`src/rtl/ahb_mem_sequencer_pkg.sv`:
```
`default_nettype none
// ----------------------------------------------------------------------------
// mips_bus_pkg : AHB-Lite encodings and MEM sequencer state type.
// Define MEM_SEQ_ERR_EN to add the ERR2 state for bus-error handling.
// Revision: 1.0
// ----------------------------------------------------------------------------
package mips_bus_pkg;

  localparam logic [1:0] HTRANS_IDLE   = 2'd0;
  localparam logic [1:0] HTRANS_NONSEQ = 2'd2;

  localparam logic [2:0] HSIZE_BYTE = 3'd0;
  localparam logic [2:0] HSIZE_HALF = 3'd1;
  localparam logic [2:0] HSIZE_WORD = 3'd2;

`ifdef MEM_SEQ_ERR_EN
  typedef enum logic [2:0] {
    ST_IDLE = 3'd0,
    ST_ADDR = 3'd1,
    ST_DATA = 3'd2,
    ST_ERR2 = 3'd3,
    ST_DONE = 3'd4
  } mem_state_e;
`else
  typedef enum logic [2:0] {
    ST_IDLE = 3'd0,
    ST_ADDR = 3'd1,
    ST_DATA = 3'd2,
    ST_DONE = 3'd4
  } mem_state_e;
`endif

endpackage
`default_nettype wire

```
`src/rtl/ahb_mem_sequencer_if.sv`:
```
`default_nettype none
// ----------------------------------------------------------------------------
// ahb_mem_sequencer_if : 32-bit AHB-Lite master/slave signal bundle.
// Revision: 1.0
// ----------------------------------------------------------------------------
interface ahb_mem_sequencer_if;
  logic [31:0] haddr;
  logic [1:0]  htrans;
  logic        hwrite;
  logic [2:0]  hsize;
  logic [31:0] hwdata;
  logic        hready;
  logic        hresp;
  logic [31:0] hrdata;

  modport master (
    output haddr, htrans, hwrite, hsize, hwdata,
    input  hready, hresp, hrdata
  );

  modport slave (
    input  haddr, htrans, hwrite, hsize, hwdata,
    output hready, hresp, hrdata
  );
endinterface
`default_nettype wire

```
`src/rtl/ahb_mem_sequencer_lane_align.sv`:
```
`default_nettype none
// ----------------------------------------------------------------------------
// mem_lane_align : store lane replication and load lane extraction/extension
// (little-endian byte lanes). Purely combinational.
// Revision: 1.0
// ----------------------------------------------------------------------------
module mem_lane_align
  import mips_bus_pkg::*;
(
  input  logic [2:0]  size,
  input  logic [1:0]  addr_lo,
  input  logic        is_unsigned,
  input  logic [31:0] wdata,
  input  logic [31:0] rdata,
  output logic [31:0] wdata_lane,
  output logic [31:0] rdata_ext
);

  logic [7:0]  w_byte;
  logic [15:0] w_half;

  always_comb begin
    case (addr_lo)
      2'd0:    w_byte = rdata[7:0];
      2'd1:    w_byte = rdata[15:8];
      2'd2:    w_byte = rdata[23:16];
      default: w_byte = rdata[31:24];
    endcase
    w_half = addr_lo[1] ? rdata[31:16] : rdata[15:0];

    case (size)
      HSIZE_BYTE: begin
        wdata_lane = {4{wdata[7:0]}};
        rdata_ext  = {{24{~is_unsigned & w_byte[7]}}, w_byte};
      end
      HSIZE_HALF: begin
        wdata_lane = {2{wdata[15:0]}};
        rdata_ext  = {{16{~is_unsigned & w_half[15]}}, w_half};
      end
      default: begin
        wdata_lane = wdata;
        rdata_ext  = rdata;
      end
    endcase
  end

endmodule
`default_nettype wire

```
`src/rtl/ahb_mem_sequencer.sv`:
```
`default_nettype none
// ----------------------------------------------------------------------------
// ahb_mem_sequencer : runs the MEM-stage load/store as one AHB-Lite transfer
// and stalls the pipeline until it completes. Macro: MEM_SEQ_ERR_EN.
// Revision: 1.0
// ----------------------------------------------------------------------------
module ahb_mem_sequencer
  import mips_bus_pkg::*;
(
  input  logic                clk,
  input  logic                rst_n,
  input  logic                req_valid,
  input  logic                req_write,
  input  logic [31:0]         req_addr,
  input  logic [31:0]         req_wdata,
  input  logic [2:0]          req_size,
  input  logic                req_unsigned,
  ahb_mem_sequencer_if.master bus,
  output logic [31:0]         rdata_out,
  output logic                rdata_valid,
  output logic                stall_out,
  output logic                misalign_out,
  output logic                err_out
);

  mem_state_e  state_q, state_d;
  logic [31:0] haddr_q, haddr_d;
  logic [1:0]  htrans_q, htrans_d;
  logic        hwrite_q, hwrite_d;
  logic [2:0]  hsize_q, hsize_d;
  logic [31:0] hwdata_q, hwdata_d;
  logic        unsigned_q, unsigned_d;
  logic [31:0] rdata_q, rdata_d;
  logic        rdata_valid_q, rdata_valid_d;
  logic        misalign_q, misalign_d;
`ifdef MEM_SEQ_ERR_EN
  logic        err_q, err_d;
`endif

  logic        w_idle;
  logic        w_misalign;
  logic [31:0] w_wdata_lane;
  logic [31:0] w_rdata_ext;

  assign w_idle     = (state_q == ST_IDLE);
  assign w_misalign = ((req_size == HSIZE_HALF) &&  req_addr[0]) ||
                      ((req_size == HSIZE_WORD) && (req_addr[1:0] != 2'b00));

  // Lane unit sees the live request while idle (store laning) and the
  // latched access afterwards (load extraction).
  mem_lane_align u_lane_align (
    .size        (w_idle ? req_size       : hsize_q),
    .addr_lo     (w_idle ? req_addr[1:0]  : haddr_q[1:0]),
    .is_unsigned (w_idle ? req_unsigned   : unsigned_q),
    .wdata       (req_wdata),
    .rdata       (bus.hrdata),
    .wdata_lane  (w_wdata_lane),
    .rdata_ext   (w_rdata_ext)
  );

  always_comb begin
    state_d       = state_q;
    haddr_d       = haddr_q;
    htrans_d      = htrans_q;
    hwrite_d      = hwrite_q;
    hsize_d       = hsize_q;
    hwdata_d      = hwdata_q;
    unsigned_d    = unsigned_q;
    rdata_d       = rdata_q;
    rdata_valid_d = 1'b0;
    misalign_d    = 1'b0;
`ifdef MEM_SEQ_ERR_EN
    err_d         = 1'b0;
`endif
    case (state_q)
      ST_IDLE: begin
        if (req_valid) begin
          if (w_misalign) begin
            state_d       = ST_DONE;
            misalign_d    = 1'b1;
            rdata_d       = 32'd0;
            rdata_valid_d = 1'b1;
          end else begin
            state_d    = ST_ADDR;
            haddr_d    = req_addr;
            hsize_d    = req_size;
            hwrite_d   = req_write;
            unsigned_d = req_unsigned;
            hwdata_d   = w_wdata_lane;
            htrans_d   = HTRANS_NONSEQ;
          end
        end
      end
      ST_ADDR: begin
        if (bus.hready) begin
          state_d  = ST_DATA;
          htrans_d = HTRANS_IDLE;
        end
      end
      ST_DATA: begin
`ifdef MEM_SEQ_ERR_EN
        if (bus.hready) begin
          state_d       = ST_DONE;
          rdata_valid_d = 1'b1;
          if (bus.hresp) begin
            err_d   = 1'b1;
            rdata_d = 32'd0;
          end else if (!hwrite_q) begin
            rdata_d = w_rdata_ext;
          end
        end else if (bus.hresp) begin
          state_d = ST_ERR2;
        end
`else
        if (bus.hready) begin
          state_d       = ST_DONE;
          rdata_valid_d = 1'b1;
          if (!hwrite_q) rdata_d = w_rdata_ext;
        end
`endif
      end
`ifdef MEM_SEQ_ERR_EN
      ST_ERR2: begin
        if (bus.hready) begin
          state_d       = ST_DONE;
          rdata_valid_d = 1'b1;
          err_d         = 1'b1;
          rdata_d       = 32'd0;
        end
      end
`endif
      ST_DONE: state_d = ST_IDLE;
      default: state_d = ST_IDLE;
    endcase
  end

  always_ff @(posedge clk or negedge rst_n) begin
    if (!rst_n) begin
      state_q       <= ST_IDLE;
      haddr_q       <= 32'd0;
      htrans_q      <= HTRANS_IDLE;
      hwrite_q      <= 1'b0;
      hsize_q       <= 3'd0;
      hwdata_q      <= 32'd0;
      unsigned_q    <= 1'b0;
      rdata_q       <= 32'd0;
      rdata_valid_q <= 1'b0;
      misalign_q    <= 1'b0;
`ifdef MEM_SEQ_ERR_EN
      err_q         <= 1'b0;
`endif
    end else begin
      state_q       <= state_d;
      haddr_q       <= haddr_d;
      htrans_q      <= htrans_d;
      hwrite_q      <= hwrite_d;
      hsize_q       <= hsize_d;
      hwdata_q      <= hwdata_d;
      unsigned_q    <= unsigned_d;
      rdata_q       <= rdata_d;
      rdata_valid_q <= rdata_valid_d;
      misalign_q    <= misalign_d;
`ifdef MEM_SEQ_ERR_EN
      err_q         <= err_d;
`endif
    end
  end

  assign bus.haddr    = haddr_q;
  assign bus.htrans   = htrans_q;
  assign bus.hwrite   = hwrite_q;
  assign bus.hsize    = hsize_q;
  assign bus.hwdata   = hwdata_q;
  assign rdata_out    = rdata_q;
  assign rdata_valid  = rdata_valid_q;
  assign misalign_out = misalign_q;
  // Gated by rst_n so the stall drops immediately when reset aborts a transfer.
  assign stall_out    = rst_n & req_valid & (state_q != ST_DONE);

`ifdef MEM_SEQ_ERR_EN
  assign err_out = err_q;
`else
  logic unused_hresp;
  assign unused_hresp = bus.hresp;
  assign err_out      = 1'b0;
`endif

endmodule
`default_nettype wire
```
`src/flat_wrapper.sv`:
```
// flat-port wrapper written by rule: the top's interface ports become plain ports
module ahb_mem_sequencer_flat import mips_bus_pkg::*;
  (clk, rst_n, req_valid, req_write, req_addr, req_wdata, req_size, req_unsigned, rdata_out, rdata_valid, stall_out, misalign_out, err_out, bus_haddr, bus_htrans, bus_hwrite, bus_hsize, bus_hwdata, bus_hready, bus_hresp, bus_hrdata);
  ahb_mem_sequencer_if bus_i ();
  input  logic clk;
  input  logic rst_n;
  input  logic req_valid;
  input  logic req_write;
  input  logic [31:0] req_addr;
  input  logic [31:0] req_wdata;
  input  logic [2:0] req_size;
  input  logic req_unsigned;
  output logic [31:0] rdata_out;
  output logic rdata_valid;
  output logic stall_out;
  output logic misalign_out;
  output logic err_out;
  output wire logic [$bits(bus_i.haddr)-1:0] bus_haddr;
  output wire logic [$bits(bus_i.htrans)-1:0] bus_htrans;
  output wire logic [$bits(bus_i.hwrite)-1:0] bus_hwrite;
  output wire logic [$bits(bus_i.hsize)-1:0] bus_hsize;
  output wire logic [$bits(bus_i.hwdata)-1:0] bus_hwdata;
  input wire logic [$bits(bus_i.hready)-1:0] bus_hready;
  input wire logic [$bits(bus_i.hresp)-1:0] bus_hresp;
  input wire logic [$bits(bus_i.hrdata)-1:0] bus_hrdata;
  assign bus_haddr = bus_i.haddr;
  assign bus_htrans = bus_i.htrans;
  assign bus_hwrite = bus_i.hwrite;
  assign bus_hsize = bus_i.hsize;
  assign bus_hwdata = bus_i.hwdata;
  assign bus_i.hready = bus_hready;
  assign bus_i.hresp = bus_hresp;
  assign bus_i.hrdata = bus_hrdata;
  ahb_mem_sequencer u_core (.clk(clk), .rst_n(rst_n), .req_valid(req_valid), .req_write(req_write), .req_addr(req_addr), .req_wdata(req_wdata), .req_size(req_size), .req_unsigned(req_unsigned), .bus(bus_i), .rdata_out(rdata_out), .rdata_valid(rdata_valid), .stall_out(stall_out), .misalign_out(misalign_out), .err_out(err_out));
endmodule
```
`config.mk`:
```
export PLATFORM = sky130hd
export DESIGN_NAME = ahb_mem_sequencer_flat
export DESIGN_NICKNAME = d
export VERILOG_FILES = /design/src/rtl/ahb_mem_sequencer_pkg.sv /design/src/rtl/ahb_mem_sequencer_if.sv /design/src/rtl/ahb_mem_sequencer_lane_align.sv /design/src/rtl/ahb_mem_sequencer.sv /design/src/flat_wrapper.sv
export SDC_FILE = /design/constraint.sdc
export NUM_CORES = 1
export LEC_CHECK = 0
export CELL_PAD_IN_SITES_DETAIL_PLACEMENT = 1
export CELL_PAD_IN_SITES_GLOBAL_PLACEMENT = 2
export CORE_AREA = 2 2 148 150
export CTS_CLUSTER_SIZE = 16
export DETAILED_ROUTE_END_ITERATION = 10
export DIE_AREA = 0 0 150 152
export GPL_ROUTABILITY_DRIVEN = 0
export PLACE_DENSITY = 0.76
export SLEW_MARGIN = 40
export SYNTH_ARGS = -nofsm -noshare
export SYNTH_HDL_FRONTEND = slang
export SYNTH_SLANG_ARGS = --single-unit
```
`constraint.sdc`:
```
create_clock -name clk -period 3.3 [get_ports clk]
set_input_delay 0.66 -clock clk [delete_from_list [all_inputs] [get_ports clk]]
set_output_delay 0.66 -clock clk [all_outputs]
set_load 0.01 [all_outputs]
```
# Yosys cells after proc, flatten, opt, wreduce, memory -nomap -nowiden
# Index checks and enable logic that the tools add are counted.
[totals]
ff_bits = 108
latch_bits = 0
ramBits = 0
romBits = 0
inputBits = 106
n_memories = 0
[classes]
addsub = 0
multipliers = 0
div_mod_pow = 0
magnitude_cmp = 0
n_eq_ne = 14
shift = 0
mux = 26
bitwise_logic = 6
reduce_logical = 13
[op_table]
columns = ["op", "n"]
rows = [
  ["$pmux W32 S2", 3],
  ["$mux W32", 4],
  ["$pmux W8 S3", 1],
  ["$mux W16", 1],
  ["$mux W3", 5],
  ["$ne A2 B2 Y1 const B", 6],
  ["$eq A3 B1 Y1 const B", 3],
  ["$pmux W3 S3", 1],
  ["$mux W2", 4],
  ["$eq A3 B2 Y1 const B", 2],
  ["$logic_not A3 Y1", 2],
  ["$reduce_and A3 Y1", 2],
  ["$reduce_bool A2 Y1", 3],
  ["$mux W1", 5],
  ["$reduce_and A5 Y1", 1],
  ["$and A1 B1 Y1", 4],
  ["$pmux W2 S2", 1],
  ["$reduce_and A4 Y1", 1],
  ["$ne A3 B3 Y1 const B", 1],
  ["$eq A2 B1 Y1 const B", 1],
  ["$eq A2 B2 Y1 const B", 1],
  ["$logic_and A1 B1 Y1", 2],
  ["$logic_not A2 Y1", 1],
  ["$not A1 Y1", 2],
  ["2 further kinds", 2],
]

# Depth between registers and ports, before layout
# Gate-level depths: netlist (run 1).
[logic_depth]
word_depth = 9
depth_mapped = 8
depth_no_buf = 5

# Modules after synthesis
# A second synthesis (run 1) with hierarchy kept.
[hier_totals]
cells_unflattened = 512
area_unflattened_um2 = 5630.4
[by_module_without_submodules]
columns = ["mod", "instances", "cells_per_inst", "area_per_inst_um2"]
rows = [
  ["ahb_mem_sequencer", 1, 326, 4481.8],
  ["mem_lane_align", 1, 186, 1148.6],
]

# Worst setup path after synthesis (run 1)
# Ideal clock, no wire load.
[synth_timing]
kind = "input port to flip-flop"
from = "input req_addr[0]"
to = "register u_core.rdata_q[18], in the netlist u_core.rdata_out[18]"
setup_time_ns = 0.144
t_arrival_ns = 2.298
t_required_ns = 3.156
slack_ns = 0.858
cell_stages = 7
path_buffers = 2
cell_sequence = "or4b_2 buf_2 nand3_1 nand3_1 a2111oi_4 buf_6 a2111oi_0"
[synth_between]
elab_chain_len = 8
word_cells_on_any_way = 16
classes_between = "eq/ne: 3; mux: 6; bitwise: 1; reduce/logical: 6"
[synth_rtl]
columns = ["item", "line", "rtl"]
rows = [
  ["start, declared", "flat_wrapper.sv:9", "input logic [31:0] req_addr;"],
  ["$mux W2", "ahb_mem_sequencer.sv:53", ".addr_lo (w_idle ? req_addr[1:0] : haddr_q[1:0]),"],
  ["$eq A2 B2 Y1, or another cell as far along", "ahb_mem_sequencer_lane_align.sv:23", "case (addr_lo)"],
  ["$pmux W8 S3", "ahb_mem_sequencer_lane_align.sv:23", ""],
  ["$and A1 B1 Y1", "ahb_mem_sequencer_lane_align.sv:34", "rdata_ext = {{24{~is_unsigned & w_byte[7]}}, w_byte};"],
  ["$pmux W32 S2", "ahb_mem_sequencer_lane_align.sv:31", "case (size)"],
  ["$mux W32", "ahb_mem_sequencer.sv:118", "if (!hwrite_q) rdata_d = w_rdata_ext;"],
  ["$mux W32", "ahb_mem_sequencer.sv:115", "if (bus.hready) begin"],
  ["$pmux W32 S2", "ahb_mem_sequencer.sv:75", "case (state_q)"],
  ["end signal, assigned", "ahb_mem_sequencer.sv:160", "rdata_q <= rdata_d;"],
  ["end, declared", "ahb_mem_sequencer.sv:33", "logic [31:0] rdata_q, rdata_d;"],
]
# Several ways; a longest one is shown, not always the timed one. The select of a mux whose other input is x is not followed.
# A chain may end at the register's enable or synchronous reset.

# Final worst setup path (run 1)
[layout_timing]
from = "register u_core.state_q[0]"
to = "register u_core.rdata_q[28], in the netlist u_core.rdata_out[28]"
[layout_between]
elab_chain_len = 9
word_cells_on_any_way = 25
classes_between = "eq/ne: 8; mux: 9; bitwise: 3; reduce/logical: 5"
[layout_rtl]
columns = ["item", "line", "rtl"]
rows = [
  ["start, declared", "ahb_mem_sequencer.sv:26", "mem_state_e state_q, state_d;"],
  ["start signal, assigned", "ahb_mem_sequencer.sv:153", "state_q <= state_d;"],
  ["$logic_not A3 Y1", "ahb_mem_sequencer.sv:45, ahb_mem_sequencer.sv:75", ""],
  ["$mux W2", "ahb_mem_sequencer.sv:53", ""],
  ["$eq A2 B2 Y1, or another cell as far along", "ahb_mem_sequencer_lane_align.sv:23", ""],
  ["$pmux W8 S3", "ahb_mem_sequencer_lane_align.sv:23", ""],
  ["$and A1 B1 Y1", "ahb_mem_sequencer_lane_align.sv:34", ""],
  ["$pmux W32 S2", "ahb_mem_sequencer_lane_align.sv:31", ""],
  ["$mux W32", "ahb_mem_sequencer.sv:118", ""],
  ["$mux W32", "ahb_mem_sequencer.sv:115", ""],
  ["$pmux W32 S2", "ahb_mem_sequencer.sv:75", ""],
]
# Several ways; a longest one is shown, not always the timed one. The select of a mux whose other input is x is not followed.

==> results of run 1 <==
[worst paths after layout]
| kind | startpoint | endpoint | slack (ps) |
|---|---|---|---|
| worst max-delay path | u_core.state_q[0] | u_core.rdata_out[28] | 440 |
| worst min-delay path | rst_n | u_core.rdata_out[28] | 480 |
| max in group asynchronous | rst_n | u_core.rdata_out[26] | 1790 |
| min in group clk | u_core.rdata_out[4] | u_core.rdata_out[4] | 480 |
| worst min register to register | u_core.rdata_out[4] | u_core.rdata_out[4] | 480 |
| worst max register to register | u_core.state_q[0] | u_core.rdata_out[28] | 440 |
[stage by stage]
| step | worst slack (ps) | area [um^2] | power, uW | hold slack [ps] |
|---|---|---|---|---|
| 3_5_place_dp | 309.7 | 7935 | 6610 | 467.6 |
| 2_1_floorplan | 858.4 | 5445 | 4501 | 364.4 |
| 6_report | 442.0 | 8240 | 7656 | 482.7 |
| 5_1_grt | 260.1 | 8240 | 8216 | 517.9 |
| 4_1_cts | 445.6 | 8237 | 7778 | 490.1 |
| 3_3_place_gp | 373.5 | 7935 | 6471 | 460.0 |
[cells in the final DEF (no fill, tap or decap), types with 9 or more instances in the layout]
master / synthesis / final
a2111oi_0: 16 / 16
a211oi_1: 10 / 10
buf_4: 2 / 17
clkbuf_16: 0 / 9
clkdlybuf4s50_1: 0 / 207
dfrtp_1: 107 / 107
inv_1: 20 / 20
mux2_2: 46 / 46
mux2i_1: 42 / 40
nand2_1: 34 / 34
nand3_1: 14 / 14
nor2_1: 14 / 13
nor3_1: 22 / 21
o21ai_0: 51 / 51
or3_1: 9 / 9
[cells by family after synthesis]
family                 after synthesis  synth area share
AO/OA/AOI/OAI                      132            0.1748
AND/OR/NAND/NOR                    118            0.1134
flip-flops                         107            0.4921
multiplexers                        88            0.1725
buffers and inverters               59           0.04668
other                                1         0.0006892
[power by group through the flow]
stage                     sequential (uW)  combinational, uW  clock (uW)
after floorplan                      2560               1940           0
after global placement               2340               4130           0
after detailed placement             2390               4220           0
after CTS                            2370               4250        1160
after global routing                 2460               4540        1210
final                                2360               4180        1110
[metal layers]
metal  up-vias  part of all wire  GRT usage
li1       2282                 -          -
met1      2449              0.42     0.1964
met2       147              0.50     0.2792
met3        12             0.071    0.05375
met4         0             0.010    0.03504
met5         -                 0          0
[flip-flops by register name, summed over array words and instances, names as in the netlist, 3 cells and up]
register and flops:
u_core.state_q 3, u_core.rdata_out 32, u_core.bus.hsize 3, u_core.bus.hwdata 32, u_core.bus.haddr 32
[area by class of cell]
cell class,count,area (um^2)
fillers,2378,13110
flip-flops and latches,107,2678
multi-input cells,340,2565
repair buffers,228,2271
well taps,280,350.3
clock buffers,9,225.2
clock inverters,7,76.32
inverters,20,75.07
==> reports/qor.yml, run 1 <==
sta:
  min_period_over_period: 0.8661
  max_freq_ghz: 0.3499
  slew_violations: 0
  fin_tns_setup_ps: 0
  hold_violations: 0
  fin_skew_ps: 9.863
  final.min_clock_period_ps: 2858
  worst_pin_slew_ps: 781.5
  rsz0062_at_grt: "false"
  slew_headroom: 0.4790
  setup_violations: 0
min_path:
  worstHoldPathType: "in2async"
critical_path:
  crit_buf_inv: 2
  setup.worst_path.class: "reg2reg"
  cpPeakStageDelay_ps: 620
  crit_path_top_delay_cell: "nor3_2"
  r2r_cells: 7
  timing.critical_path.mode_cell: "buf_4"
  worst_setup_path_start_kind: "flop"
  crit_path_end_kind: "flop"
  worstPathMaxFanout: 16
  crit_required_ps: 3520
  worstPathArrival_ps: 3080
  path_delay_family: "simple AND/OR/NAND/NOR gates"
  path_depth: 7
  path_cells: "nor3_2 > buf_4 > mux2i_2 > and4bb_4 > a2111oi_4 > buf_4 > a2111oi_0"
yosys:
  synth_area_leaders: "dfrtp_1, mux2_2, mux2i_1"
  yosysTopAreaCell: "dfrtp_1"
  synth_seq_cells: 107
  synth_async_sr_flop_share: 1.000
  syn_inst: 505
  yosys.area.top_type_share: 0.4921
  yosysSeqAreaShare: 0.4921
  yosysMostFrequentCell: "dfrtp_1"
  synth_area_um2: 5441
  synth_edf_count: 0
  yosysWarnings: 0
  avgSynthCellArea_um2: 10.78
  synth_cell_type_count: 48
  synthFlopType: "dfrtp_1"
  synth_common_cells: "dfrtp_1, o21ai_0, mux2_2"
power:
  power_density_nw_per_um2: 929.1
  switchingPower_uw: 2953
  comb_power_share: 0.546
  p_leak_uw: 0.003399
  pwr-share-seq: 0.309
  vdd_drop_max_uv: 358.8
  power.internal_uw: 4703
  pwr-share-clk: 0.145
  swShare: 0.3857
global_routing:
  grt_max_degree: 70
  grt_util_all_layers: 0.1622
  grt-ovfl-total: 0
  first_global_vias: 5374
  antenna_found_initial: 0
  grt_pass1_wl_mm: 29.30
drt:
  drtPass1Iterations: 4
  drc: 0
  dr_total_vias: 4890
  viasPerCell: 4.934
  detail_route.wl_per_cell_um: 18.36
  drt_iter0_markers: 114
  drt_wl_total_mm: 18.19
  drt.antenna.violating_nets: 0
clock_network:
  cts.repair.resized: 0
  cts.path.max_buffers: 2
  cts-root-buf: "clkbuf_16"
  cts-htree-levels: 3
  clk_pin_slew_worst_paths_ps: 80
  cts_hold_buf: 0
  insertion_delay_ps: 350
  postCtsSetupBuffers: 0
  numCtsBuffers: 9
  cts_tree: "done"
  cts_num_sinks: 107
placed_design:
  dp_hpwl_mm: 13.56
  dp.cells: 975
  port_buffers: 208
die:
  die_x_um: 150
  initial_core_util: 0.2549
  core_area_um2: 21350
  die_h_um: 152
  pin_count: 212
  rows: 54
  dieArea_um2: 22800
status:
  status: "finished, final reports clean"
layout:
  drive_above_1_share: 0.1449
  nNetsFinal: 812
  instances_no_fill: 991
  areaGrowthSynthToFinish_pct: 51.44
  antenna_cells: 0
  postLayoutCoreUtil: 0.3860
job:
  max-cap-violations: 0
(Power assumes the default switching activity.)
==> run 2, diff against run 1 <==
--- a/config.mk
+++ b/config.mk
@@ -7,12 +7,12 @@
 export LEC_CHECK = 0
 export CELL_PAD_IN_SITES_DETAIL_PLACEMENT = 1
 export CELL_PAD_IN_SITES_GLOBAL_PLACEMENT = 2
-export CORE_AREA = 2 2 148 150
+export CORE_AREA = 2 2 162 124
 export CTS_CLUSTER_SIZE = 16
 export DETAILED_ROUTE_END_ITERATION = 10
-export DIE_AREA = 0 0 150 152
+export DIE_AREA = 0 0 164 126
 export GPL_ROUTABILITY_DRIVEN = 0
-export PLACE_DENSITY = 0.76
+export PLACE_DENSITY = 0.84
 export SLEW_MARGIN = 40
 export SYNTH_ARGS = -nofsm -noshare
 export SYNTH_HDL_FRONTEND = slang
==> constraint.sdc (replaced) <==
create_clock -name clk -period 3.4 [get_ports clk]
set_input_delay 0.68 -clock clk [delete_from_list [all_inputs] [get_ports clk]]
set_output_delay 0.68 -clock clk [all_outputs]
set_load 0.01 [all_outputs]
==> reports/qor.yml, run 2 (synthesis results as in run 1) <==
placed_design:
  preCtsSetupSlack_ps: -3.985
  dpl-instance-area_um2: 7891
  port_buffers: 208
  dp_hpwl_mm: 13.95
  dp.cells: 950
global_routing:
  grt_max_degree: 56
  antenna_found_initial: 0
  grt_util_all_layers: 0.1822
  grt_pass1_wl_mm: 29.53
  grt-ovfl-total: 0
  first_global_vias: 5321
power:
  total_power_uw: 7529
  swShare: 0.3852
  comb_power_share: 0.540
  power_density_nw_per_um2: 914.7
  pwr-share-seq: 0.306
  p_leak_uw: 0.003408
  power.internal_uw: 4629
  pwr-share-clk: 0.154
  vdd_drop_max_uv: 354.2
  switchingPower_uw: 2900
layout:
  antenna_cells: 0
  n_fill_cell: 2087
  areaGrowthSynthToFinish_pct: 51.25
  drive_above_1_share: 0.1485
  final_area_um2: 8230
  nNetsFinal: 815
  layout_commonest_cell: "clkdlybuf4s50_1"
  instances_no_fill: 967
  final_cell_mix: "clkdlybuf4s50_1, dfrtp_1, o21ai_0"
drt:
  drt_iter0_markers: 196
  detail_route.wl_per_cell_um: 19.30
  drt.antenna.violating_nets: 0
  drt_wl_total_mm: 18.67
  drc: 0
  dr_total_vias: 4888
  drtPass1Iterations: 5
  viasPerCell: 5.055
min_path:
  worstHoldPathType: "in2async"
die:
  dieArea_um2: 20660
  pin_count: 212
  core_area_um2: 19100
  rows: 44
  die_x_um: 164
  initial_core_util: 0.2848
  die_h_um: 126
critical_path:
  crit_path_end_kind: "flop"
  setup.worst_path.class: "reg2reg"
  r2r_slack_ps: 450
  r2r-start: "u_core.state_q[0]"
  worst_setup_path_start_kind: "flop"
  worstPathArrival_ps: 3200
  worstPathMaxFanout: 34
  crit_required_ps: 3650
  r2r_cells: 5
  r2r_end: "u_core.bus.hwdata[23]"
sta:
  layout_setup_ws_ps: 449.0
  worst_pin_slew_ps: 757.2
  hold_violations: 0
  fin_tns_setup_ps: 0
  max_freq_ghz: 0.3389
  rsz0062_at_grt: "false"
  min_period_over_period: 0.8680
  final.min_clock_period_ps: 2951
  setup_violations: 0
  fin_skew_ps: 15.91
  slew_violations: 0
  slew_headroom: 0.4924
clock_network:
  cts-root-buf: "clkbuf_16"
  cts_hold_buf: 0
  numCtsBuffers: 9
  cts.path.max_buffers: 2
  cts_num_sinks: 107
  postCtsSetupBuffers: 0
  clk_pin_slew_worst_paths_ps: 90
  cts.repair.resized: 0
  insertion_delay_ps: 360
  cts-htree-levels: 3
  cts_tree: "done"
status:
  status: "finished, final reports clean"
job:
  max-cap-violations: 0
## run 2: changes by cell type in the layout (fill, tap and decap cells not counted)
cell        previous run  this run
buf_4                 17        23
clkinv_8               2         3
inv_8                  0         1
bufinv_16              0         1
buf_12                 3         1
clkinvlp_4             0         1
buf_6                  1         0
clkinv_4               1         0
inv_6                  4         1
## run 2: per-layer routing
layer / GRT usage / routed length [um] / vias up
li1: - / - / 2282
met1: 0.2302 / 8011 / 2433
met2: 0.2941 / 8790 / 159
met3: 0.07345 / 1660 / 14
met4: 0.03922 / 204 / 0
met5: 0 / 0 / -
## run 2: worst max path at each step
stage                            from               endpoint  cells past startpoint
floorplan                 req_addr[0]   u_core.rdata_out[18]                      7
global placement          req_addr[0]   u_core.rdata_out[23]                      6
detailed placement        req_addr[0]   u_core.rdata_out[24]                      6
CTS                 u_core.state_q[0]   u_core.rdata_out[24]                      5
global route        u_core.state_q[0]   u_core.rdata_out[30]                      5
finish              u_core.state_q[0]  u_core.bus.hwdata[23]                      5
## run 2: final cells by class
| class | count | area, um^2 | share of cell area |
|---|---|---|---|
| Timing Repair Buffer | 231 | 2265 | 0.2752 |
| Clock buffer | 9 | 225.2 | 0.02736 |
| Tap cell | 253 | 316.6 | 0.03846 |
| Inverter | 20 | 75.07 | 0.009121 |
| Clock inverter | 7 | 106.4 | 0.01292 |
| Multi-Input combinational cell | 340 | 2565 | 0.3116 |
| Sequential cell | 107 | 2678 | 0.3253 |
## run 2: metrics by stage
stage | hold slack, ps | utilization
after floorplan | 384.4 | -
after global placement | 460.8 | 0.4131
after detailed placement | 469.2 | 0.4131
after CTS | 491.2 | 0.4304
after global routing | 514.5 | 0.4308
final | 470.9 | 0.4308
## run 2: power groups by stage
stage	clock network, uW	logic (uW)	registers [uW]
after floorplan	0	1880	2490
after global placement	0	3990	2280
after detailed placement	0	4100	2330
after CTS	1190	4120	2320
after global routing	1240	4410	2390
final	1160	4070	2300
## run 2: critical path: stages, from the launching register on
cell	delay (ps)
dfrtp_1	590
nor3_2	710
mux2_2	780
buf_4	360
mux2i_1	290
o21ai_0	100
==> run 3, diff against run 2 <==
--- a/config.mk
+++ b/config.mk
@@ -12,7 +12,9 @@
 export DETAILED_ROUTE_END_ITERATION = 10
 export DIE_AREA = 0 0 164 126
 export GPL_ROUTABILITY_DRIVEN = 0
+export GPL_TIMING_DRIVEN = 0
 export PLACE_DENSITY = 0.84
+export SKIP_LAST_GASP = 1
 export SLEW_MARGIN = 40
 export SYNTH_ARGS = -nofsm -noshare
 export SYNTH_HDL_FRONTEND = slang
==> reports/qor.yml, run 3 (synthesis results as in run 1) <==
drt:
  drtPass1Iterations: 6
  dr_total_vias: 4988
  drt.antenna.violating_nets: 0
  drc: 0
  detail_route.wl_per_cell_um: 20.41
  viasPerCell: 5.069
  drt_wl_total_mm: 20.08
  drt_iter0_markers: 168
global_routing:
  first_global_vias: 5466
  antenna_found_initial: 0
  use_met2: 0.3136
  grt_max_degree: 58
  grt_pass1_wl_mm: 31.21
  met3_usage: 0.06983
  grt_util_all_layers: 0.1960
  busiest_layer: "met2"
  grt_use_met1: 0.2546
  grt-ovfl-total: 0
critical_path:
  crit_required_ps: 3610
  setup.worst_path.class: "in2reg"
  crit_buf_inv: 3
  cpPeakStageDelay_ps: 660
  worst_setup_path_start_kind: "input port"
  worstPathArrival_ps: 3340
  timing.critical_path.mode_cell: "nand3_1"
  path_cells: "clkdlybuf4s50_1 > or4b_2 > buf_2 > nand3_1 > nand3_1 > a2111oi_4 > buf_6 > a2111oi_0"
  crit_path_top_delay_cell: "clkdlybuf4s50_1"
  path_delay_family: "buffers and inverters"
  crit_path_end_kind: "flop"
  r2r_cells: 7
  worstPathMaxFanout: 10
  path_depth: 8
sta:
  slew_violations: 0
  rsz0062_at_grt: "false"
  layout_setup_ws_ps: 272.4
  slew_headroom: 0.4331
  fin_skew_ps: 10.42
  worst_pin_slew_ps: 850.4
  max_freq_ghz: 0.3197
  setup_violations: 0
  hold_violations: 0
  final.min_clock_period_ps: 3128
  min_period_over_period: 0.9199
die:
  dieArea_um2: 20660
  die_h_um: 126
  core_area_um2: 19100
  initial_core_util: 0.2848
  pin_count: 212
  die_x_um: 164
  rows: 44
placed_design:
  preCtsSetupSlack_ps: -89.39
  dp.cells: 968
  dpl-instance-area_um2: 7876
  dp_hpwl_mm: 15.46
  port_buffers: 208
clock_network:
  cts-htree-levels: 3
  cts_tree: "done"
  clk_pin_slew_worst_paths_ps: 80
  cts-root-buf: "clkbuf_16"
  insertion_delay_ps: 360
  cts_num_sinks: 107
  cts.repair.resized: 0
  cts.path.max_buffers: 2
  postCtsSetupBuffers: 0
  cts_hold_buf: 0
  numCtsBuffers: 9
power:
  p_leak_uw: 0.003392
  pwr-share-clk: 0.143
  pwr-share-seq: 0.303
  comb_power_share: 0.554
  power_density_nw_per_um2: 914.0
  vdd_drop_max_uv: 358.4
  swShare: 0.3976
  power.internal_uw: 4499
  switchingPower_uw: 2970
layout:
  final_cell_mix: "clkdlybuf4s50_1, dfrtp_1, o21ai_0"
  final_area_um2: 8173
  areaGrowthSynthToFinish_pct: 50.20
  instances_no_fill: 984
  layout_commonest_cell: "clkdlybuf4s50_1"
  drive_above_1_share: 0.1327
  n_fill_cell: 2097
  nNetsFinal: 832
  antenna_cells: 0
min_path:
  worstHoldPathType: "in2async"
job:
  max-cap-violations: 0
status:
  status: "finished, final reports clean"
[run 3: per-stage QoR]
stage	hold slack (ps)	utilization	power [uW]	TNS (ps)
2_1_floorplan	384.4	-	4368	0
3_3_place_gp	459.7	0.4106	6323	-291290
3_5_place_dp	465.9	0.4123	6454	-807.5
4_1_cts	244.3	0.4276	7565	0
5_1_grt	258.9	0.4278	7980	0
6_report	231.9	0.4278	7470	0
[run 3: area by class of cell]
class	instances	area [um^2]	area share
buffer	39	178.9	0.02189
clock buffer	9	225.2	0.02756
clock inverter	7	66.31	0.008114
inverter	20	75.07	0.009186
multi-input combinational	340	2519	0.3082
sequential	107	2678	0.3276
tap	253	316.6	0.03873
timing repair buffer	209	2115	0.2587
[run 3: path summary, 6_finish.rpt]
kind                                             from               endpoint  slack, ps
max in group asynchronous                       rst_n   u_core.bus.hwdata[9]       2540
worst min-delay path                            rst_n   u_core.rdata_out[26]        230
worst max register to register      u_core.state_q[1]    u_core.rdata_out[0]        520
min in group clk                u_core.bus.hwdata[24]  u_core.bus.hwdata[24]        480
worst max-delay path                      req_addr[0]   u_core.rdata_out[18]        270
worst min register to register  u_core.bus.hwdata[24]  u_core.bus.hwdata[24]        480
[run 3: routing by layer]
layer,part of all wire,wire length (um)
met4,0.015,292
met5,0,0
met2,0.46,9186
met3,0.084,1694
met1,0.44,8906
[run 3: power groups by stage]
stage          Sequential, uW  Combinational (uW)  Clock, uW
6_report                 2260                4140       1070
5_1_grt                  2350                4490       1140
4_1_cts                  2270                4190       1110
3_5_place_dp             2280                4170          0
3_3_place_gp             2250                4070          0
2_1_floorplan            2490                1880          0
